$ cat src/rtl/serial_arith_pkg.sv
// Shared types and helpers for the bit-serial arithmetic blocks.
// State encoding and counter sizing used by serial_subtractor.
package serial_arith_pkg;

  typedef enum logic [1:0] {
    IDLE = 2'd0,
    RUN  = 2'd1,
    DONE = 2'd2
  } state_t;

  localparam int DEFAULT_WIDTH = 8;

  // Bit-counter width for a given operand width; never narrower than one bit.
  function automatic int cnt_width(input int width);
    return (width < 2) ? 1 : $clog2(width);
  endfunction

endpackage

$ cat src/rtl/serial_subtractor_fsubr.sv
// One-bit full subtractor cell: d = a - b - bin, bout = borrow out.
module fsubr (
  input  logic a,
  input  logic b,
  input  logic bin,
  output logic d,
  output logic bout
);

  assign d    = a ^ b ^ bin;
  assign bout = (~a & b) | (~(a ^ b) & bin);

endmodule

$ cat src/rtl/serial_subtractor.sv
// Bit-serial unsigned subtractor: diff = (a - b) mod 2^WIDTH, LSB first,
// one bit per clock through a single fsubr cell.
module serial_subtractor
  import serial_arith_pkg::*;
#(
  parameter int WIDTH = DEFAULT_WIDTH
) (
  input  logic             clk,
  input  logic             rst_n,
  input  logic             start,
  input  logic [WIDTH-1:0] a,
  input  logic [WIDTH-1:0] b,
  output logic             busy,
  output logic             done,
  output logic [WIDTH-1:0] diff,
  output logic             borrow
);

  localparam int CW = cnt_width(WIDTH);

  state_t           r_state;
  state_t           w_state_nxt;
  logic [WIDTH-1:0] r_sa;
  logic [WIDTH-1:0] r_sb;
  // Holds the WIDTH-1 result bits produced so far; the last bit comes from the cell.
  logic [WIDTH-2:0] r_sr;
  logic             r_bin;
  logic [CW-1:0]    r_cnt;
  logic [WIDTH-1:0] r_diff;
  logic             r_borrow;

  logic             w_d;
  logic             w_bout;
  logic             w_last;
  logic [WIDTH-1:0] w_sr_cat;

  fsubr u_fsubr (
    .a    (r_sa[0]),
    .b    (r_sb[0]),
    .bin  (r_bin),
    .d    (w_d),
    .bout (w_bout)
  );

  assign w_last   = (r_cnt == CW'(WIDTH - 1));
  assign w_sr_cat = {w_d, r_sr};

  always_comb begin
    w_state_nxt = r_state;
    case (r_state)
      IDLE:    if (start) w_state_nxt = RUN;
      RUN:     if (w_last) w_state_nxt = DONE;
      DONE:    w_state_nxt = IDLE;
      default: w_state_nxt = IDLE;
    endcase
  end

  always_ff @(posedge clk or negedge rst_n) begin
    if (!rst_n) r_state <= IDLE;
    else        r_state <= w_state_nxt;
  end

  always_ff @(posedge clk or negedge rst_n) begin
    if (!rst_n) begin
      r_sa     <= '0;
      r_sb     <= '0;
      r_sr     <= '0;
      r_bin    <= 1'b0;
      r_cnt    <= '0;
      r_diff   <= '0;
      r_borrow <= 1'b0;
    end else begin
      case (r_state)
        IDLE: begin
          if (start) begin
            r_sa  <= a;
            r_sb  <= b;
            r_sr  <= '0;
            r_bin <= 1'b0;
            r_cnt <= '0;
          end
        end
        RUN: begin
          r_sa  <= r_sa >> 1;
          r_sb  <= r_sb >> 1;
          r_sr  <= w_sr_cat[WIDTH-1:1];
          r_bin <= w_bout;
          r_cnt <= r_cnt + CW'(1);
          // Outputs only ever see a complete result.
          if (w_last) begin
            r_diff   <= w_sr_cat;
            r_borrow <= w_bout;
          end
        end
        default: ;
      endcase
    end
  end

  assign busy   = (r_state != IDLE);
  assign done   = (r_state == DONE);
  assign diff   = r_diff;
  assign borrow = r_borrow;

endmodule

$ cat config.mk
export PLATFORM = sky130hd
export DESIGN_NAME = serial_subtractor
export DESIGN_NICKNAME = d
export VERILOG_FILES = /design/src/rtl/serial_arith_pkg.sv /design/src/rtl/serial_subtractor_fsubr.sv /design/src/rtl/serial_subtractor.sv
export SDC_FILE = /design/constraint.sdc
export NUM_CORES = 1
export LEC_CHECK = 0
export ABC_AREA = 1
export CAP_MARGIN = 10
export CORE_UTILIZATION = 45
export CTS_CLUSTER_DIAMETER = 50
export DETAILED_ROUTE_END_ITERATION = 12
export HOLD_SLACK_MARGIN = 0.06
export PLACE_DENSITY = 0.84
export SYNTH_ARGS = -nofsm -noshare
export SYNTH_HDL_FRONTEND = slang
export SYNTH_SLANG_ARGS = --single-unit
$ cat constraint.sdc
create_clock -name clk -period 1.2 [get_ports clk]
set_input_delay 0.18 -clock clk [delete_from_list [all_inputs] [get_ports clk]]
set_output_delay 0.18 -clock clk [all_outputs]
set_load 0.01 [all_outputs]
After elaboration in Yosys (flattened, before gate mapping)
Cells that the tools add are included.
{"block": "word_totals", "reg_bits": 38, "out_inout_bits": 11, "word_cells": 40, "inputBits": 19}
{"block": "op_classes", "eq_ne": 5, "bitwise": 7, "n_reduce_logical": 6, "addsub": 1, "mux": 13}
{"operator": "8-bit case mux with 2 select lines", "count": 2}
{"operator": "8-bit two-way mux", "count": 2}
{"operator": "7-bit case mux with 2 select lines", "count": 1}
{"operator": "7-bit two-way mux", "count": 1}
{"operator": "3-bit case mux with 2 select lines", "count": 1}
{"operator": "2-bit AND reduction", "count": 3}
{"operator": "2-bit two-way mux", "count": 2}
{"operator": "2-bit inequality test (second input constant)", "count": 2}
{"operator": "2-bit case mux with 2 select lines", "count": 1}
{"operator": "2-bit nonzero test", "count": 2}
{"operator": "3-bit by 1-bit adder with 3-bit output (second input constant)", "count": 1}
{"operator": "3-bit equality test (second input constant)", "count": 1}
{"operator": "3-bit two-way mux", "count": 1}
{"operator": "1-bit bitwise AND", "count": 2}
{"operator": "2-bit by 1-bit equality test with 1-bit output (second input constant)", "count": 1}
{"operator": "2-bit equality test (second input constant)", "count": 1}
{"operator": "2-bit logical NOT", "count": 1}
{"operator": "1-bit NOT", "count": 2}
{"operator": "1-bit case mux with 2 select lines", "count": 1}
{"operator": "1-bit bitwise XOR", "count": 2}
{"operator": "1-bit two-way mux", "count": 1}
{"operator": "1-bit OR", "count": 1}

Depth between registers and ports, before layout
{"block": "depth", "depth_word": 5, "ltp_mapped": 7, "ltp_nobuf": 6}

Cells and area by module
A second synthesis with hierarchy kept.
{"block": "hier_totals", "hier_cells": 221, "hier_area_um2": 1861.8}
{"mod": "serial_subtractor", "cells_each": 217, "seq_area_each_um2": 950.9, "instances": 1, "area_each_um2": 1830.5}
{"mod": "fsubr", "cells_each": 4, "seq_area_each_um2": 0.0, "instances": 1, "area_each_um2": 31.3}

Least setup slack after synthesis
No wires, ideal clock.
{"block": "synth_timing", "path_type": "reg-to-reg", "start": "register r_cnt[0]", "end": "register r_diff[7], in the netlist diff[7]", "path_buffers": 1, "path_stages_with_launch": 7, "setup_ns": 0.065, "setup_slack_ns": -0.012, "synth_period_minus_slack_ns": 1.212, "t_arrival_ns": 1.147, "required_time_ns": 1.135, "path_cell_list": "dfrtp_1 ha_1 ha_1 nand2_4 buf_6 nand2_1 nand2_1"}
{"block": "synth_via", "elab_chain_cells": 2}
{"item": "start, declared", "line_no": "serial_subtractor.sv:28", "source": "logic [CW-1:0] r_cnt;"}
{"item": "start signal, assigned", "line_no": "serial_subtractor.sv:88", "source": "r_cnt <= r_cnt + CW'(1);"}
{"item": "3-bit equality test", "line_no": "serial_subtractor.sv:45", "source": "assign w_last = (r_cnt == CW'(WIDTH - 1));"}
{"item": "2-bit AND reduction (no source line)"}
{"item": "end signal, assigned", "line_no": "serial_subtractor.sv:91", "source": "r_diff <= w_sr_cat;"}
{"item": "end, declared", "line_no": "serial_subtractor.sv:29", "source": "logic [WIDTH-1:0] r_diff;"}
Every way passes these cells.
A chain may end at the register's enable or synchronous reset.

Worst setup path in the final report
{"block": "layout_timing", "start": "register r_state[0]", "end": "register r_sb[7]"}
{"block": "layout_via", "elab_chain_cells": 3, "elab_cells_between_ends": 6, "cone_classes": "eq/ne (2); mux (1); reduce/logical (3)"}
{"item": "start, declared", "line_no": "serial_subtractor.sv:21", "source": "state_t r_state;"}
{"item": "start signal, assigned", "line_no": "serial_subtractor.sv:60", "source": "else r_state <= w_state_nxt;"}
{"item": "2-bit by 1-bit equality test with 1-bit output or 2-bit logical NOT (tied branches)", "line_no": "serial_subtractor.sv:73", "source": "case (r_state)"}
{"item": "2-bit nonzero test (no source line) or 2-bit inequality test (tied branches)"}
{"item": "2-bit AND reduction (no source line)"}
{"item": "end signal, assigned", "line_no": "serial_subtractor.sv:85", "source": "r_sb <= r_sb >> 1;"}
{"item": "end, declared", "line_no": "serial_subtractor.sv:24", "source": "logic [WIDTH-1:0] r_sb;"}
Several ways; a longest one is shown, not always the timed one.

==> results.json <==
{
  "antenna_found_initial": 0,
  "clock-root-buffer": "clkbuf_8",
  "slew_headroom": 0.839,
  "grt_pass1_wl_um": 6220,
  "synth_fa_ha_area_frac": 0.0247,
  "met1_length_um": 1800,
  "ios": 30,
  "tightest_slew_ns": 0.241,
  "maxCapViolCount": 0,
  "drt-vias-per-instance": 4.75,
  "clock-sinks": 38,
  "worstReg2RegStart": "r_state[0]",
  "rows": 22,
  "gp_congestion": 0.744,
  "ff2ff_path_depth": 6,
  "setup_ws_ns": -0.0996,
  "synth_seq_cells": 38,
  "min_period_over_period": 1.08,
  "hold_viol": 0,
  "whs_ns": 0.252,
  "r2r-end": "r_sb[7]",
  "fmax_mhz": 769,
  "slew_violations": 0,
  "cts_buffers": 5,
  "drive_above_1_share": 0.249,
  "grt_util_all_layers": 0.199,
  "diodes": 0,
  "io_buffers": 29,
  "fill_cells": 263,
  "synthXorXnorAreaFrac": 0,
  "antenna_left": 0,
  "synth_cell_types": 19,
  "p_per_area_nw_per_um2": 2600,
  "status": "complete, but fails checks",
  "area_delta_synth_final_pct": 42.8,
  "top_layer": "met4",
  "grt_max_degree": 39,
  "drtIter0Drc": 63,
  "clk_latency_ns": 0.30,
  "dieArea_um2": 4310,
  "die_height_um": 65.7,
  "core_um2": 3770,
  "path_max_fanout": 7,
  "num-nets-final": 294,
  "fin_util": 0.691,
  "start_util": 0.484,
  "clk_pin_slew_worst_paths_ns": 0.08,
  "r2r_setup_slack_ns": -0.1,
  "gr-total-overflow": 0,
  "skew_ns": 0.00668,
  "synth_top_family_by_area": "simple AND/OR/NAND/NOR gates",
  "die_x_um": 65.7,
  "htreeDepth": 2,
  "setup_viol": 37,
  "synthMuxAreaShare": 0,
  "syn_inst": 219,
  "synth_simple_gate_area_frac": 0.252,
  "total_power_mw": 6.77,
  "violations": "setup timing",
  "syn-mean-instance-area_um2": 8.33,
  "dpl.hpwl_um": 2540,
  "critical_path_required_ns": 1.42,
  "grt_pass1_vias": 1381,
  "drtPass1Iterations": 4,
  "vias": 1526,
  "leakagePower_nw": 1.38,
  "rsz0062_at_grt": "yes",
  "drc": 0,
  "clockBufferDepth": 2,
  "drt-total-wl_um": 4200,
  "dr_wl_met2_um": 2000,
  "critPathCaptureType": "flip-flop",
  "yosys_warnings": 0,
  "post-route-min-period_ns": 1.30,
  "hold_class": "primary input to asynchronous set/reset pin",
  "crit_type": "flip-flop to flip-flop",
  "peakVddDrop_mv": 1.53,
  "crit_path_start_kind": "flip-flop",
  "wl_met3_um": 203,
  "syn-num-nets": 241,
  "cts_tree": "done",
  "ys_seq_area_frac": 0.521,
  "synth_compound_area_frac": 0.0741,
  "arrival_ns": 1.52,
  "wl_per_cell_um": 13.1,
  "synth_area_um2": 1820
}
-- area by class of cell --
class,instances,area (µm²),area share
Tap cell,48,60.1,0.0231
Multi-Input combinational cell,131,728,0.280
Clock inverter,2,60.1,0.0231
Clock buffer,6,82.6,0.0317
Inverter,40,155,0.0596
Timing Repair Buffer,56,568,0.218
Sequential cell,38,951,0.365
-- layout by cell type (no fill, tap or decap), drive strengths merged, types with 2 or more instances in the layout --
cell type	instances
a21oi	2
ha	2
buf	29
dfrtp	38
inv	39
clkdlybuf4s50	18
bufinv	2
dlygate4sd2	9
nor2	3
nand3	23
nand2	81
o21ai	19
clkbuf	6
-- cells by family after synthesis --
group / Yosys count
AO/OA/AOI/OAI: 21
AND/OR/NAND/NOR: 107
adder cells (fa/ha/maj): 3
flip-flops: 38
buffers and inverters: 50
-- how the worst max path moves through the flow --
stage          slack, ns       start  endpoint
2_1_floorplan      0.008    r_cnt[0]    borrow
3_3_place_gp       -0.07  r_state[0]      done
3_5_place_dp       -0.07  r_state[0]      done
4_1_cts            -0.04  r_state[0]      done
5_1_grt            -0.14  r_state[0]   r_sb[7]
6_report            -0.1  r_state[0]   r_sb[7]
-- cell usage after synthesis --
library cell  instances  share of area
ha_1                  2          0.014
clkinv_1              1         0.0021
buf_2                 4          0.011
a21oi_1               2         0.0055
inv_2                 1         0.0021
nor2_1                2         0.0041
inv_1                37          0.076
o21ai_1              11          0.030
nand3_1              23          0.063
nand2_2               3          0.010
nand2_4               2          0.012
inv_4                 1         0.0034
dfrtp_1              38           0.52
nand2_1              76           0.16
fa_1                  1          0.011
nor2_4                1         0.0062
o21ai_2               8          0.038
buf_4                 2         0.0082
buf_6                 4          0.025
-- registers in the layout, summed over array words and instances, names as in the netlist --
name	count
borrow	1
r_sa	8
r_cnt	3
r_state	2
diff	8
r_bin	1
r_sr	7
r_sb	8
-- power breakdown --
part           internal (mW)  switching, mW  total (mW)
clock network          0.886          0.465        1.35
logic                   1.50           1.69        3.20
registers               1.87          0.359        2.22
-- through the flow --
step | cells | cell area [µm²] | worst slack (ns) | TNS, ns
3_3_place_gp | 308 | 2300 | -0.0686 | -0.524
5_1_grt | 321 | 2610 | -0.138 | -2.83
3_5_place_dp | 308 | 2300 | -0.0711 | -1.26
6_report | 321 | 2610 | -0.0996 | -1.32
4_1_cts | 318 | 2460 | -0.0385 | -0.235
2_1_floorplan | 219 | 1830 | 0.00819 | 0
-- metal layers --
layer,global-route usage,vias to the layer above
li1,-,763
met1,0.264,692
met2,0.297,50
met3,0.0521,21
met4,0.101,0
met5,0,-
-- timing repair --
action / CTS / global route
endpoints found under the setup margin: 26 / 39
cloned: 0 / 0
resized for setup: 24 / 30
pin swaps: 1 / 4
buffers inserted: 2 / 3
hold buffers: 0 / 0
-- critical path: stages, from the launching register on --
cell,delay [ns]
dfrtp_1,0.41
buf_4,0.17
buf_8,0.14
o21ai_4,0.19
buf_6,0.15
nand2_1,0.07
o21ai_1,0.09
Note: power is estimated with default switching activity, not from simulation.
